File: config.mk
export PLATFORM = sky130hd
export DESIGN_NAME = alu_result_stage_flat
export DESIGN_NICKNAME = d
export VERILOG_FILES = /design/src/rtl/alu_result_stage_pkg.sv /design/src/rtl/alu_result_stage_if.sv /design/src/rtl/alu_result_stage_cond_eval.sv /design/src/rtl/alu_result_stage.sv /design/src/flat_wrapper.sv
export SDC_FILE = /design/constraint.sdc
export NUM_CORES = 1
export LEC_CHECK = 0
export CAP_MARGIN = 5
export CORE_ASPECT_RATIO = 1.25
export CORE_MARGIN = 4
export CORE_UTILIZATION = 42
export CTS_BUF_LIST = sky130_fd_sc_hd__clkbuf_2
export DETAILED_ROUTE_END_ITERATION = 10
export PLACE_DENSITY = 0.87
export REMOVE_ABC_BUFFERS = 1
export SLEW_MARGIN = 0
export SYNTH_ARGS = -nofsm -noshare
export SYNTH_HDL_FRONTEND = slang
export SYNTH_SLANG_ARGS = --single-unit
File: constraint.sdc
create_clock -name clk -period 4.8 [get_ports clk]
set_input_delay 1.44 -clock clk [delete_from_list [all_inputs] [get_ports clk]]
set_output_delay 1.44 -clock clk [all_outputs]
set_load 0.05 [all_outputs]
File: src/rtl/alu_result_stage_pkg.sv
// Shared constants and types for the ALU result stage and the condition evaluator.
// The PSR_BYPASS_EN build option is consumed by alu_result_stage.sv.
package alu_result_stage_pkg;

  localparam int unsigned DATA_WIDTH = 16;
  localparam int unsigned REG_ADDR_W = 4;
  localparam int unsigned PSR_W      = 5;
  localparam int unsigned COND_W     = 4;

  // PSR bit positions, ordered {C,L,F,Z,N}
  localparam int unsigned FLAG_C = 4;
  localparam int unsigned FLAG_L = 3;
  localparam int unsigned FLAG_F = 2;
  localparam int unsigned FLAG_Z = 1;
  localparam int unsigned FLAG_N = 0;

  localparam logic [COND_W-1:0] COND_EQ = 4'd0;
  localparam logic [COND_W-1:0] COND_NE = 4'd1;
  localparam logic [COND_W-1:0] COND_CS = 4'd2;
  localparam logic [COND_W-1:0] COND_CC = 4'd3;
  localparam logic [COND_W-1:0] COND_HI = 4'd4;
  localparam logic [COND_W-1:0] COND_LS = 4'd5;
  localparam logic [COND_W-1:0] COND_GT = 4'd6;
  localparam logic [COND_W-1:0] COND_LE = 4'd7;
  localparam logic [COND_W-1:0] COND_FS = 4'd8;
  localparam logic [COND_W-1:0] COND_FC = 4'd9;
  localparam logic [COND_W-1:0] COND_LO = 4'd10;
  localparam logic [COND_W-1:0] COND_HS = 4'd11;
  localparam logic [COND_W-1:0] COND_LT = 4'd12;
  localparam logic [COND_W-1:0] COND_GE = 4'd13;
  localparam logic [COND_W-1:0] COND_UC = 4'd14;
  localparam logic [COND_W-1:0] COND_NV = 4'd15;

  typedef struct packed {
    logic [DATA_WIDTH-1:0] data;
    logic [REG_ADDR_W-1:0] addr;
    logic                  we;
  } wb_entry_t;

  // Masked PSR update: bits with we set take the new flag, others keep their value
  function automatic logic [PSR_W-1:0] psr_merge(input logic [PSR_W-1:0] psr,
                                                 input logic [PSR_W-1:0] flags,
                                                 input logic [PSR_W-1:0] we);
    return (psr & ~we) | (flags & we);
  endfunction

endpackage

File: src/rtl/alu_result_stage_if.sv
// ALU-to-writeback bus of the result stage, plus PSR and condition-code taps.
interface alu_result_stage_if;

  logic                                         in_valid;
  logic                                         in_ready;
  logic [alu_result_stage_pkg::DATA_WIDTH-1:0]  alu_out;
  logic [alu_result_stage_pkg::PSR_W-1:0]       alu_flags;
  logic [alu_result_stage_pkg::PSR_W-1:0]       flag_we;
  logic [alu_result_stage_pkg::REG_ADDR_W-1:0]  rd_addr;
  logic                                         rd_we;
  logic                                         flush;
  logic                                         wb_valid;
  logic                                         wb_ready;
  logic [alu_result_stage_pkg::DATA_WIDTH-1:0]  wb_data;
  logic [alu_result_stage_pkg::REG_ADDR_W-1:0]  wb_addr;
  logic                                         wb_we;
  logic [alu_result_stage_pkg::PSR_W-1:0]       psr;
  logic [alu_result_stage_pkg::COND_W-1:0]      cond;
  logic                                         cond_true;

  // master: ALU / writeback / branch side
  modport master (
    output in_valid, alu_out, alu_flags, flag_we, rd_addr, rd_we, flush, wb_ready, cond,
    input  in_ready, wb_valid, wb_data, wb_addr, wb_we, psr, cond_true
  );

  // slave: the result stage itself
  modport slave (
    input  in_valid, alu_out, alu_flags, flag_we, rd_addr, rd_we, flush, wb_ready, cond,
    output in_ready, wb_valid, wb_data, wb_addr, wb_we, psr, cond_true
  );

endinterface

File: src/rtl/alu_result_stage_cond_eval.sv
// Combinational branch/jump condition evaluator over the {C,L,F,Z,N} PSR.
module cond_eval
  import alu_result_stage_pkg::*;
(
  input  logic [PSR_W-1:0]  psr,
  input  logic [COND_W-1:0] cond,
  output logic              cond_true
);

  always_comb begin
    cond_true = 1'b0;
    case (cond)
      COND_EQ: cond_true =  psr[FLAG_Z];
      COND_NE: cond_true = !psr[FLAG_Z];
      COND_CS: cond_true =  psr[FLAG_C];
      COND_CC: cond_true = !psr[FLAG_C];
      COND_HI: cond_true =  psr[FLAG_L];
      COND_LS: cond_true = !psr[FLAG_L];
      COND_GT: cond_true =  psr[FLAG_N];
      COND_LE: cond_true = !psr[FLAG_N];
      COND_FS: cond_true =  psr[FLAG_F];
      COND_FC: cond_true = !psr[FLAG_F];
      COND_LO: cond_true = !psr[FLAG_L] && !psr[FLAG_Z];
      COND_HS: cond_true =  psr[FLAG_L] ||  psr[FLAG_Z];
      COND_LT: cond_true = !psr[FLAG_N] && !psr[FLAG_Z];
      COND_GE: cond_true =  psr[FLAG_N] ||  psr[FLAG_Z];
      COND_UC: cond_true = 1'b1;
      COND_NV: cond_true = 1'b0;
      default: cond_true = 1'b0;
    endcase
  end

endmodule

File: src/rtl/alu_result_stage.sv
// One-entry registered ALU result stage with PSR maintenance and condition evaluation.
// Build option PSR_BYPASS_EN: condition codes see this cycle's accepted flag update.
module alu_result_stage
  import alu_result_stage_pkg::*;
(
  input  logic               clk,
  input  logic               rst_n,
  alu_result_stage_if.slave  bus
);

  logic             wb_valid_q;
  logic             wb_valid_d;
  wb_entry_t        wb_q;
  wb_entry_t        wb_d;
  logic [PSR_W-1:0] psr_q;
  logic [PSR_W-1:0] psr_d;
  logic [PSR_W-1:0] psr_eval;
  logic             in_ready_c;
  logic             acc_c;

  assign in_ready_c = !wb_valid_q || bus.wb_ready;
  assign acc_c      = bus.in_valid && in_ready_c && !bus.flush;

  // Next-state: flush wins, then accept (replaces any draining entry), then drain
  always_comb begin
    wb_valid_d = wb_valid_q;
    wb_d       = wb_q;
    psr_d      = psr_q;
    if (bus.flush) begin
      wb_valid_d = 1'b0;
    end else if (acc_c) begin
      wb_valid_d = 1'b1;
      wb_d       = '{data: bus.alu_out, addr: bus.rd_addr, we: bus.rd_we};
      psr_d      = psr_merge(psr_q, bus.alu_flags, bus.flag_we);
    end else if (bus.wb_ready) begin
      wb_valid_d = 1'b0;
    end
  end

  always_ff @(posedge clk or negedge rst_n) begin
    if (!rst_n) begin
      wb_valid_q <= 1'b0;
      wb_q       <= '0;
      psr_q      <= '0;
    end else begin
      wb_valid_q <= wb_valid_d;
      wb_q       <= wb_d;
      psr_q      <= psr_d;
    end
  end

`ifdef PSR_BYPASS_EN
  assign psr_eval = psr_d;
`else
  assign psr_eval = psr_q;
`endif

  cond_eval u_cond_eval (
    .psr       (psr_eval),
    .cond      (bus.cond),
    .cond_true (bus.cond_true)
  );

  assign bus.in_ready = in_ready_c;
  assign bus.wb_valid = wb_valid_q;
  assign bus.wb_data  = wb_q.data;
  assign bus.wb_addr  = wb_q.addr;
  assign bus.wb_we    = wb_q.we;
  assign bus.psr      = psr_q;

endmodule

File: src/flat_wrapper.sv
// flat-port wrapper written by rule: the top's interface ports become plain ports
module alu_result_stage_flat import alu_result_stage_pkg::*;
  (clk, rst_n, bus_in_valid, bus_alu_out, bus_alu_flags, bus_flag_we, bus_rd_addr, bus_rd_we, bus_flush, bus_wb_ready, bus_cond, bus_in_ready, bus_wb_valid, bus_wb_data, bus_wb_addr, bus_wb_we, bus_psr, bus_cond_true);
  alu_result_stage_if bus_i ();
  input  logic clk;
  input  logic rst_n;
  input wire logic [$bits(bus_i.in_valid)-1:0] bus_in_valid;
  input wire logic [$bits(bus_i.alu_out)-1:0] bus_alu_out;
  input wire logic [$bits(bus_i.alu_flags)-1:0] bus_alu_flags;
  input wire logic [$bits(bus_i.flag_we)-1:0] bus_flag_we;
  input wire logic [$bits(bus_i.rd_addr)-1:0] bus_rd_addr;
  input wire logic [$bits(bus_i.rd_we)-1:0] bus_rd_we;
  input wire logic [$bits(bus_i.flush)-1:0] bus_flush;
  input wire logic [$bits(bus_i.wb_ready)-1:0] bus_wb_ready;
  input wire logic [$bits(bus_i.cond)-1:0] bus_cond;
  output wire logic [$bits(bus_i.in_ready)-1:0] bus_in_ready;
  output wire logic [$bits(bus_i.wb_valid)-1:0] bus_wb_valid;
  output wire logic [$bits(bus_i.wb_data)-1:0] bus_wb_data;
  output wire logic [$bits(bus_i.wb_addr)-1:0] bus_wb_addr;
  output wire logic [$bits(bus_i.wb_we)-1:0] bus_wb_we;
  output wire logic [$bits(bus_i.psr)-1:0] bus_psr;
  output wire logic [$bits(bus_i.cond_true)-1:0] bus_cond_true;
  assign bus_i.in_valid = bus_in_valid;
  assign bus_i.alu_out = bus_alu_out;
  assign bus_i.alu_flags = bus_alu_flags;
  assign bus_i.flag_we = bus_flag_we;
  assign bus_i.rd_addr = bus_rd_addr;
  assign bus_i.rd_we = bus_rd_we;
  assign bus_i.flush = bus_flush;
  assign bus_i.wb_ready = bus_wb_ready;
  assign bus_i.cond = bus_cond;
  assign bus_in_ready = bus_i.in_ready;
  assign bus_wb_valid = bus_i.wb_valid;
  assign bus_wb_data = bus_i.wb_data;
  assign bus_wb_addr = bus_i.wb_addr;
  assign bus_wb_we = bus_i.wb_we;
  assign bus_psr = bus_i.psr;
  assign bus_cond_true = bus_i.cond_true;
  alu_result_stage u_core (.clk(clk), .rst_n(rst_n), .bus(bus_i));
endmodule
==> qor.yml <==
pwr:
  p_switching_mw: 0.294
  leakagePower_nw: 0.800
  sw_frac_of_total_pct: 40.7
  power_density_mw_per_mm2: 372
  cellInternalPower_mw: 0.429
  pwr-share-comb_pct: 47.6
  vdd_drop_max_v: 0.000205
  p_clk_share_pct: 11.8
  seqPwrFrac_pct: 40.5
timing:
  finalCritPeriodShare_pct: 97.8
  worst_clock_skew_ns: 0.0135
  hold_viol: 0
  slew_headroom_pct: 64.9
  rsz0062_at_grt: "false"
  finalSetupViolations: 0
  min_period_ns: 4.69
  fmax_mhz: 213
  tightest_slew_ns: 0.525
  slew_violations: 0
  fin_setup_tns_ns: 0
yosys:
  synth_top_family_by_area: "multiplexers"
  synth_xor_area_share_pct: 0
  synth-compound-area-share_pct: 3.55
  synthAdderAreaFrac_pct: 0
  syn_area_mm2: 0.00120
  synth_cells: 88
  synth_mux_area_share_pct: 27.8
  synth.avg_cell_area_um2: 13.6
  synth_edf_count: 0
  synth-simple-area-share_pct: 9.81
  yosys_register_bits: 27
  ys_types: 19
  ys_warn_count: 0
  synthFlopType: "dfrtp_1"
  yosysSeqAreaShare_pct: 56.4
  async_flop_share_pct: 100
setup_path:
  cp_max_fo: 8
  endpoint_kind: "primary output"
  r2r_cells: 5
  worstSetupStartpointType: "input pin"
  crit_required_ns: 3.36
  crit_arrival_ns: 3.25
  crit_type: "input pin to primary output"
global_routing:
  grt_overflow: 0
  grt_util_met1_pct: 18.4
  antenna_found_initial: 0
  grt_max_degree: 28
  grt_pass1_wl_um: 4790
  grt_pass1_vias: 1024
  grt_use_met2_pct: 29.7
  grt-busiest-layer: "met2"
  track_usage_pct: 16.8
  grtUsageMet3_pct: 4.21
routing:
  wl_per_cell_um: 16.2
  drt_iter0_markers: 24
  avgViaCountPerCell: 5.16
  vias: 995
  drt-pass1-iter-count: 4
  ant_nets: 0
  drc: 0
  drt-total-wl_um: 3120
clock_tree:
  cts_repair_resize_count: 0
  clock_sinks: 27
  path_clk_slew_ns: 0.22
  cts_buffer_depth: 2
  root_buffer: "clkbuf_2"
  post_cts_buffers: 0
  clock_latency_ns: 0.36
  cts_hold_buf: 0
  cts_tree: "built"
  cts_buffers: 3
  cts-htree-levels: 1
floorplan:
  die_w_um: 55.8
  dieArea_mm2: 0.00378
  start_util_pct: 44.3
  num_io_pins: 69
  die_h_um: 67.7
  coreArea_mm2: 0.00271
  rows: 21
place:
  place_hpwl_um: 2410
  gp_congestion: 0.862
  io_buffers: 68
  place_area_mm2: 0.00192
hold_path:
  min_path_cells: 1
  holdCritPathClass: "register to register"
final_layout:
  final_cell_area_mm2: 0.00194
  syn2layout_area_growth_pct: 62.2
  fin_nets: 200
  drive_above_1_share_pct: 18.9
  n_fill_cell: 189
  insertedDiodeCount: 0
outcome:
  status: "finished clean"
run:
  cap_violations: 0
## power groups by stage
stage	sequential, mW	clock, mW	combinational (mW)
6_report	0.293	0.0856	0.344
2_1_floorplan	0.435	0	0.0624
3_5_place_dp	0.298	0	0.346
5_1_grt	0.298	0.0981	0.358
3_3_place_gp	0.294	0	0.340
4_1_cts	0.293	0.0883	0.347
## synthesized netlist by cell type, drive strengths merged, types with 2 or more instances
cell type | number | area [um^2]
dfrtp | 27 | 676
mux2 | 26 | 293
nand2 | 7 | 26.3
mux2i | 4 | 40.0
nor2 | 4 | 15.0
buf | 3 | 22.5
a21oi | 2 | 10.0
inv | 2 | 7.51
nand2b | 2 | 12.5
nor2b | 2 | 12.5
nor3b | 2 | 26.3
or4 | 2 | 15.0
## path summary, 6_finish.rpt
| kind | slack, ns | start | to |
|---|---|---|---|
| max in group asynchronous | 3.12 | rst_n | async pin |
| min | 0.51 | u_core.bus.wb_data[13] | u_core.bus.wb_data[13] |
| max | 0.11 | bus_cond[1] | bus_cond_true |
| min reg2reg | 0.51 | u_core.bus.wb_data[13] | u_core.bus.wb_data[13] |
| min in group asynchronous | 1.42 | rst_n | u_core.bus.wb_valid |
| max reg2reg | 3.21 | u_core.bus.wb_valid | register |
## cell families after synthesis
family                 Yosys count
AO/OA/AOI/OAI                    6
buffers and inverters            5
flip-flops                      27
multiplexers                    30
AND/OR/NAND/NOR                 20
## critical path, cell delays in order
cell and delay (ns):
clkdlybuf4s50_1 0.63, nand2_1 0.07, or4_1 0.39, a32o_1 0.28
a21oi_1 0.25, buf_12 0.18
## area by class of cell
type                            count  area (um^2)  share of cell area (%)
Clock buffer                        4         20.0                    1.03
Timing Repair Buffer               70          706                    36.3
Inverter                            2         7.51                   0.386
Multi-Input combinational cell     56          493                    25.4
Tap cell                           34         42.5                    2.19
Sequential cell                    27          676                    34.7
## per-layer routing
layer	wire, um	vias to the layer above	part of all wire (%)
met5	0	-	0
met4	86	0	2.8
met3	205	8	6.6
met2	1670	51	53
met1	1160	477	37
li1	-	459	-
## per-stage QoR
step	cells	power (mW)	setup slack, ns	hold WS, ns	util [%]
floorplan	85	0.497	0.389	0.828	-
global placement	189	0.634	0.206	0.468	71.1
detailed placement	189	0.644	0.115	0.476	71.1
CTS	193	0.728	0.109	0.524	71.8
global route	193	0.755	0.0417	0.550	71.8
finish	193	0.723	0.106	0.515	71.8
## layout by cell type (no fill, tap or decap), types with 4 or more instances in the layout
cell	count
mux2_2	22
dfrtp_1	27
clkbuf_2	4
clkdlybuf4s50_1	67
nor2_1	4
nand2_1	7
mux2_1	4
mux2i_1	4
Note: power is estimated with default switching activity, not from simulation.
